**config.mk**
```make
export PLATFORM = sky130hd
export DESIGN_NAME = branch_predictor_flat
export DESIGN_NICKNAME = d
export VERILOG_FILES = /design/src/rtl/branch_predictor_if.sv /design/src/rtl/branch_predictor.sv /design/src/flat_wrapper.sv
export SDC_FILE = /design/constraint.sdc
export NUM_CORES = 1
export LEC_CHECK = 0
export CORE_MARGIN = 2
export CORE_UTILIZATION = 25
export DETAILED_ROUTE_END_ITERATION = 16
export GPL_ROUTABILITY_DRIVEN = 0
export GPL_TIMING_DRIVEN = 0
export REMOVE_ABC_BUFFERS = 1
export SETUP_SLACK_MARGIN = 0.2
export SYNTH_ARGS = -nofsm -noshare
export SYNTH_HDL_FRONTEND = slang
export SYNTH_SLANG_ARGS = --single-unit
```
**constraint.sdc**
```tcl
create_clock -name clk_i -period 3.3 [get_ports clk_i]
set_clock_uncertainty 0.1 [all_clocks]
set_input_delay 0.33 -clock clk_i [delete_from_list [all_inputs] [get_ports clk_i]]
set_output_delay 0.33 -clock clk_i [all_outputs]
set_load 0.01 [all_outputs]
```
**src/rtl/branch_predictor_if.sv**
```systemverilog
`default_nettype none
// ============================================================================
// branch_predictor_if
// Lookup/update/statistics bundle between the pipeline and branch_predictor.
// Revision: 1.0
// ============================================================================
interface branch_predictor_if #(
  parameter int CNT_W = 16
);
  logic             lookup_valid_i;
  logic [31:0]      lookup_pc_i;
  logic             predict_o;
  logic             update_valid_i;
  logic [31:0]      update_pc_i;
  logic             update_taken_i;
  logic             update_predict_i;
  logic [CNT_W-1:0] branch_cnt_o;
  logic [CNT_W-1:0] mispredict_cnt_o;

  modport master (
    output lookup_valid_i, lookup_pc_i,
    output update_valid_i, update_pc_i, update_taken_i, update_predict_i,
    input  predict_o, branch_cnt_o, mispredict_cnt_o
  );

  modport slave (
    input  lookup_valid_i, lookup_pc_i,
    input  update_valid_i, update_pc_i, update_taken_i, update_predict_i,
    output predict_o, branch_cnt_o, mispredict_cnt_o
  );
endinterface
`default_nettype wire

```
**src/rtl/branch_predictor.sv**
```systemverilog
`default_nettype none
// ============================================================================
// branch_predictor
// Untagged table of 2-bit saturating counters with branch/mispredict stats.
// Revision: 1.0
// ============================================================================
module branch_predictor #(
  parameter int         INDEX_W    = 2,
  parameter logic [1:0] INIT_STATE = 2'b11,
  parameter int         CNT_W      = 16
) (
  input  wire logic          clk_i,
  input  wire logic          rst_i,
  branch_predictor_if.slave  bp
);
  localparam int ENTRIES = 2 ** INDEX_W;

  logic [1:0]         pht [ENTRIES];
  logic [INDEX_W-1:0] lookup_idx;
  logic [INDEX_W-1:0] update_idx;
  logic [1:0]         cur_state;
  logic [1:0]         next_state;
  logic [CNT_W-1:0]   branch_cnt;
  logic [CNT_W-1:0]   mispredict_cnt;
  logic               unused_pc_bits;

  assign lookup_idx = bp.lookup_pc_i[INDEX_W+1:2];
  assign update_idx = bp.update_pc_i[INDEX_W+1:2];
  assign unused_pc_bits = ^{bp.lookup_pc_i[31:INDEX_W+2], bp.lookup_pc_i[1:0],
                            bp.update_pc_i[31:INDEX_W+2], bp.update_pc_i[1:0]};

  // No write bypass: a same-cycle update to this index shows up next cycle.
  assign bp.predict_o = bp.lookup_valid_i & pht[lookup_idx][1];

  always_comb begin
    cur_state  = pht[update_idx];
    next_state = cur_state;
    if (bp.update_taken_i) begin
      if (cur_state != 2'b11) next_state = cur_state + 2'd1;
    end else begin
      if (cur_state != 2'b00) next_state = cur_state - 2'd1;
    end
  end

  always_ff @(posedge clk_i or posedge rst_i) begin
    if (rst_i) begin
      for (int i = 0; i < ENTRIES; i++) pht[i] <= INIT_STATE;
    end else if (bp.update_valid_i) begin
      pht[update_idx] <= next_state;
    end
  end

  // Mispredicts come only from the prediction carried down the pipeline.
  always_ff @(posedge clk_i or posedge rst_i) begin
    if (rst_i) begin
      branch_cnt     <= '0;
      mispredict_cnt <= '0;
    end else if (bp.update_valid_i) begin
      if (branch_cnt != {CNT_W{1'b1}})
        branch_cnt <= branch_cnt + 1'b1;
      if ((bp.update_taken_i != bp.update_predict_i) &&
          (mispredict_cnt != {CNT_W{1'b1}}))
        mispredict_cnt <= mispredict_cnt + 1'b1;
    end
  end

  assign bp.branch_cnt_o     = branch_cnt;
  assign bp.mispredict_cnt_o = mispredict_cnt;
endmodule
`default_nettype wire

```
**src/flat_wrapper.sv**
```systemverilog
// flat-port wrapper written by rule: the top's interface ports become plain ports
module branch_predictor_flat 
#(
  parameter int         INDEX_W    = 2,
  parameter logic [1:0] INIT_STATE = 2'b11,
  parameter int         CNT_W      = 16
)
  (clk_i, rst_i, bp_lookup_valid_i, bp_lookup_pc_i, bp_update_valid_i, bp_update_pc_i, bp_update_taken_i, bp_update_predict_i, bp_predict_o, bp_branch_cnt_o, bp_mispredict_cnt_o);
  branch_predictor_if #(.CNT_W(CNT_W)) bp_i ();
  input  wire logic clk_i;
  input  wire logic rst_i;
  input wire logic [$bits(bp_i.lookup_valid_i)-1:0] bp_lookup_valid_i;
  input wire logic [$bits(bp_i.lookup_pc_i)-1:0] bp_lookup_pc_i;
  input wire logic [$bits(bp_i.update_valid_i)-1:0] bp_update_valid_i;
  input wire logic [$bits(bp_i.update_pc_i)-1:0] bp_update_pc_i;
  input wire logic [$bits(bp_i.update_taken_i)-1:0] bp_update_taken_i;
  input wire logic [$bits(bp_i.update_predict_i)-1:0] bp_update_predict_i;
  output wire logic [$bits(bp_i.predict_o)-1:0] bp_predict_o;
  output wire logic [$bits(bp_i.branch_cnt_o)-1:0] bp_branch_cnt_o;
  output wire logic [$bits(bp_i.mispredict_cnt_o)-1:0] bp_mispredict_cnt_o;
  assign bp_i.lookup_valid_i = bp_lookup_valid_i;
  assign bp_i.lookup_pc_i = bp_lookup_pc_i;
  assign bp_i.update_valid_i = bp_update_valid_i;
  assign bp_i.update_pc_i = bp_update_pc_i;
  assign bp_i.update_taken_i = bp_update_taken_i;
  assign bp_i.update_predict_i = bp_update_predict_i;
  assign bp_predict_o = bp_i.predict_o;
  assign bp_branch_cnt_o = bp_i.branch_cnt_o;
  assign bp_mispredict_cnt_o = bp_i.mispredict_cnt_o;
  branch_predictor #(.INDEX_W(INDEX_W), .INIT_STATE(INIT_STATE), .CNT_W(CNT_W)) u_core (.clk_i(clk_i), .rst_i(rst_i), .bp(bp_i));
endmodule
```
# Word-level counts from Yosys, hierarchy flattened
# Index checks and enable logic that the tools add are counted.
totals:
  ff_bits: 40
  in_bits: 70
  output_inout_bits: 33
op_classes:
  muxes: 12
  bitwise_logic: 3
  magnitude_cmp: 3
  eq_ne: 4
  reduce_logical: 5
  add_sub_neg: 4
op_table:
  columns: ["cell", "count"]
  rows:
  - ["adder 16 x 1 -> 16 bit (second input constant)", 2]
  - ["!= test 16 bit (second input constant)", 2]
  - ["2-to-1 mux 2 bit", 8]
  - ["binary-select mux 2 bit (select 2 bit)", 2]
  - ["bitwise mux 8 bit", 1]
  - [">= comparator 3 bit (second input constant)", 2]
  - ["inverter 2 -> 3 bit", 2]
  - ["demux 2 bit (select 2 bit)", 1]
  - ["AND reduction 2 bit", 2]
  - ["less-than comparator 3 x 1 -> 1 bit (second input constant)", 1]
  - ["adder 2 x 1 -> 2 bit (second input constant)", 1]
  - ["logical AND 1 bit", 2]
  - ["!= test 2 bit (second input constant)", 1]
  - ["nonzero test 2 bit", 1]
  - ["subtractor 2 x 1 -> 2 bit (second input constant)", 1]
  - ["AND 1 bit", 1]
  - ["!= test 1 bit", 1]

# Longest topological paths before layout
depth:
  word_depth: 8
  mapped_depth: 6

# Worst setup path before layout
# OpenSTA, ideal clock, no wires.
synth_path:
  path_kind: "register to register"
  from: "register u_core.branch_cnt[9] (netlist: u_core.bp.branch_cnt_o[9])"
  to: "register u_core.branch_cnt[1] (netlist: u_core.bp.branch_cnt_o[1])"
  arrival_time_ps: 1671
  required_time_ps: 3072
  n_path_buf: 1
  path_slack_ps: 1402
  stages_incl_launch_ff: 6
  path_cell_list: "dfrtp_1 > nand4_2 > or4_4 > buf_6 > nand2_2 > mux2_1"
synth_between:
  elab_chain_cells: 2
synth_rtl:
  columns: ["element", "line_no", "source"]
  rows:
  - ["start: declaration", "branch_predictor.sv:23", "logic [CNT_W-1:0] branch_cnt;"]
  - ["start signal: assignment", "branch_predictor.sv:60", "branch_cnt <= branch_cnt + 1'b1;"]
  - ["!= test 16 bit", "branch_predictor.sv:59", "if (branch_cnt != {CNT_W{1'b1}})"]
  - ["AND reduction 2 bit (no source line)", null, null]
# No other way between the ends.
# A chain may end at the register's enable or synchronous reset.

# Final worst setup path
layout_path:
  from: "input port bp_lookup_pc_i[2]"
  to: "output port bp_predict_o"
layout_between:
  elab_chain_cells: 5
layout_rtl:
  columns: ["element", "line_no", "source"]
  rows:
  - ["start: declaration", "flat_wrapper.sv:13", "input wire logic [$bits(bp_i.lookup_pc_i)-1:0] bp_lookup_pc_i;"]
  - ["inverter 2 -> 3 bit (not written as such)", "branch_predictor.sv:33", "assign bp.predict_o = bp.lookup_valid_i & pht[lookup_idx][1];"]
  - ["binary-select mux 2 bit (select 2 bit)", "branch_predictor.sv:33", null]
  - ["2-to-1 mux 2 bit (not written as such) (2 in a row)", "branch_predictor.sv:33", null]
  - ["AND 1 bit", "branch_predictor.sv:33", null]
  - ["end: declaration", "flat_wrapper.sv:18", "output wire logic [$bits(bp_i.predict_o)-1:0] bp_predict_o;"]
# No other way between the ends. The select of a mux whose other input is x is not followed.

==> metrics.md <==
| Metric | Value |
|---|---|
| Routed length per instance | `around 13 um` |
| Comb power frac | `between 30% and 40%` |
| Critical path class | `in -> out` |
| Register Area | `0.001011 mm2` |
| Final WS setup | `between 900 and 1000 ps` |
| Fill cell count | `approximately 830` |
| Starting density of the core | `between 20% and 30%` |
| Tightest Pin Transition | `roughly 840 ps` |
| Top cell type's share of synthesized area | `38.60%` |
| I/O pins | `around 100` |
| GRT Total Usage | `10.07%` |
| Layer with the highest usage | `met2` |
| Number of global-route vias before repair | `1526` |
| Finish-stage setup viols | `0` |
| CTS tree | `done` |
| Worst R2R Path Depth | `4` |
| R2R Setup Slk | `~1300 ps` |
| Fin crit share | `71.71%` |
| Worst-skew pair later-pin latency | `between 200 and 300 ps` |
| Worst Path Arrival | `between 1500 and 2000 ps` |
| Synth area leader | `dfrtp_1` |
| RR Startpoint | `u_core.bp.branch_cnt_o[8]` |
| Vert. Die Dim | `roughly 95 um` |
| Final-report max-slew violation count | `0` |
| Clock share of power | `about a fifth` |
| Yosys reg bits | `40` |
| Setup crit end kind | `output port` |
| Placement row count | `33` |
| Worst Hold Class | `reg -> reg` |
| Status | `finished, final reports clean` |
| Sequential area share after synthesis | `48.73%` |
| Hold path start | `u_core.pht[0]` |
| Worst vdd ir | `278.8 uV` |
| Max Fclk | `around 420 MHz` |
| Area post-placement | `roughly 0.0026 mm2` |
| Post-DP HPWL | `about 3100 um` |
| Synth area leaders | `dfrtp_1 (39%), dfstp_2 (10%), xor2_1 (6.3%), nand2_1 (3.4%), xnor2_1 (3.4%)` |
| Cell Pwr Density | `580.5 mW/mm2` |
| CTS Root Cell | `clkbuf_8` |
| Nets | `between 300 and 400` |
| Synthesis-to-finish area growth | `29.37%` |
| Worst-case hold path end point | `u_core.pht[0]` |
| Relative slew margins | `43.87%` |
| Met2 usage | `approximately 17%` |
| Asr flop ratio synth | `between 90% and 100%` |
| Share of cells above drive strength 1 | `between 10% and 20%` |
| First-pass GRT wire length | `a little over 7000 um` |
| Number of cells traversed by the worst hold path | `2` |
| Capturing point of the worst reg2reg path | `u_core.bp.branch_cnt_o[1]` |
| Synth top cells by count | `dfrtp_1 (32), nand2_1 (19), xor2_1 (15)` |
| Sink Count | `40` |
| Clock Path Buffers | `2` |
| Post-Route WL | `between 4000 and 5000 um` |
| Worst path most repeated cell | `clkdlybuf4s50_1` |
| Pwr Total | `roughly 1.6 mW` |
| Count leader, synth | `dfrtp_1` |
| MaxCap Viol Count | `0` |
| Crit-path max FO | `1` |
| Remaining Overflow, GRT | `0` |
| Final Critical Period | `2366 ps` |
| Yosys warning total | `0` |
| Mean Syn Cell Area | `approximately 11 um2` |
| RSZ-0062 raised after global routing | `false` |
| TritonCTS Buffers | `5` |
| Htree depth | `2` |
| CP cell instances | `clkdlybuf4s50_1 -> mux4_2 -> and2_1 -> clkdlybuf4s50_1` |
| Worst path top cell family by delay | `buffers and inverters` |
| DR iter-0 viols | `17` |
| Routed vias/inst | `~4.6` |
| Reg power frac | `between 40% and 50%` |
| Post-Place Setup Slack | `~910 ps` |
| Required time worst endpoint | `roughly 2900 ps` |
| Grt met3 use | `under 10%` |
| Hold Slack | `~380 ps` |
| Clk pin slew, worst setup/hold paths | `70 ps` |
| Total negative setup slack | `0 ps` |
| Postcts setup bufs | `0` |
| Post-Syn Area | `0.002074 mm2` |
| Port Buffers | `42` |
| Post-CTS sizing | `0` |
| Routed vias | `between 1500 and 2000` |
| Syn Inst Count | `186` |
| Final antenna-violating net count | `0` |
| Worst path slowest cell | `mux4_2` |
| DRT Pass-1 Iters | `4` |
| Yosys cell types | `49` |
| # diodes | `0` |
| # DRC | `0` |
| WP buf/inv | `2` |
| Post-synth EDFFs | `0` |
| Post-CTS Hold Fix Bufs | `0` |
| Core ar. | `0.008134 mm2` |
| Leak | `about 1.1 nW` |
| Top_reg_cell synth | `dfrtp_1` |
| Multi-input gate area | `approximately 0.001 mm2` |
| M1 GR Usage | `roughly 13%` |
| Initial antenna violation count | `0` |
| Die Wd | `around 95 um` |
| Internal cell power | `between 1 and 1.5 mW` |
| Switch share | `32.87%` |
| Fin area | `~0.0027 mm2` |
| Largest net degree at the start of global routing | `between 40 and 50` |
| Die area | `0.009043 mm2` |
| Switch Pwr | `roughly 510 uW` |
| Crit-path max cell delay | `between 400 and 500 ps` |
| Final Hold Vio Count | `0` |
| Setup crit start kind | `input port` |
[how the worst max path moves through the flow]
stage	startpoint	end	cells past startpoint
finish	bp_lookup_pc_i[2]	bp_predict_o	4
global route	bp_lookup_pc_i[2]	bp_predict_o	4
CTS	bp_lookup_pc_i[2]	bp_predict_o	4
detailed placement	bp_update_valid_i	u_core.bp.branch_cnt_o[14]	5
global placement	bp_update_valid_i	u_core.bp.mispredict_cnt_o[15]	5
floorplan	u_core.bp.mispredict_cnt_o[0]	u_core.bp.mispredict_cnt_o[14]	5
[area by class of cell]
class	instances	share of cell area (%)
Inverter	5	0.6993
Timing Repair Buffer	42	15.66
Clock inverter	1	0.1865
Tap cell	105	4.895
Sequential cell	40	37.67
Clock buffer	7	2.844
Multi-Input combinational cell	137	38.04
[cells in the final DEF, fill, tap and decap left out, drive strengths merged, types with 6 or more instances in the layout]
cell,count
clkdlybuf4s50,42
dfrtp,32
dfstp,8
clkbuf,7
nand3,10
nor3,6
nand4,9
xor2,15
o21ai,10
xnor2,8
nand2,20
nor2,8
[worst reg2reg max path, delay by kind of cell, from the launching register on]
family,cells,cell delay (ps)
flip-flops,1,470
multiplexers,1,330
AND/OR/NAND/NOR,3,960
[cells by family after synthesis]
group           Yosys count  share of synthesized area (%)
simple gates             81                          25.09
mux                       8                          6.333
buf+inv                   9                          2.051
xor+xnor                 23                          9.711
flops                    40                          48.73
fa+ha+maj                 3                          1.689
compound gates           22                          6.394
[power by group through the flow]
stage | registers, mW | clock network (mW) | logic (mW)
after detailed placement | 0.779 | 0 | 0.479
after global routing | 0.793 | 0.355 | 0.521
final | 0.769 | 0.315 | 0.473
after floorplan | 0.789 | 0 | 0.212
after global placement | 0.776 | 0 | 0.472
after CTS | 0.771 | 0.334 | 0.482
[flip-flops by register name (all words and copies together), names as in the netlist]
signal,flops
u_core.bp.branch_cnt_o,16
u_core.bp.mispredict_cnt_o,16
u_core.pht,8
[stage by stage]
step                      cells  utilization, %
after floorplan             182               -
after global placement      329           32.00
after detailed placement    329           32.00
after CTS                   337           32.99
after global routing        337           32.99
final                       337           32.99
[layer usage]
layer  up-vias  wire length [um]
li1        768                 -
met3         6               187
met4         0                51
met5         -                 0
met2        29              2013
met1       754              2033
Note: power is estimated with default switching activity, not from simulation.
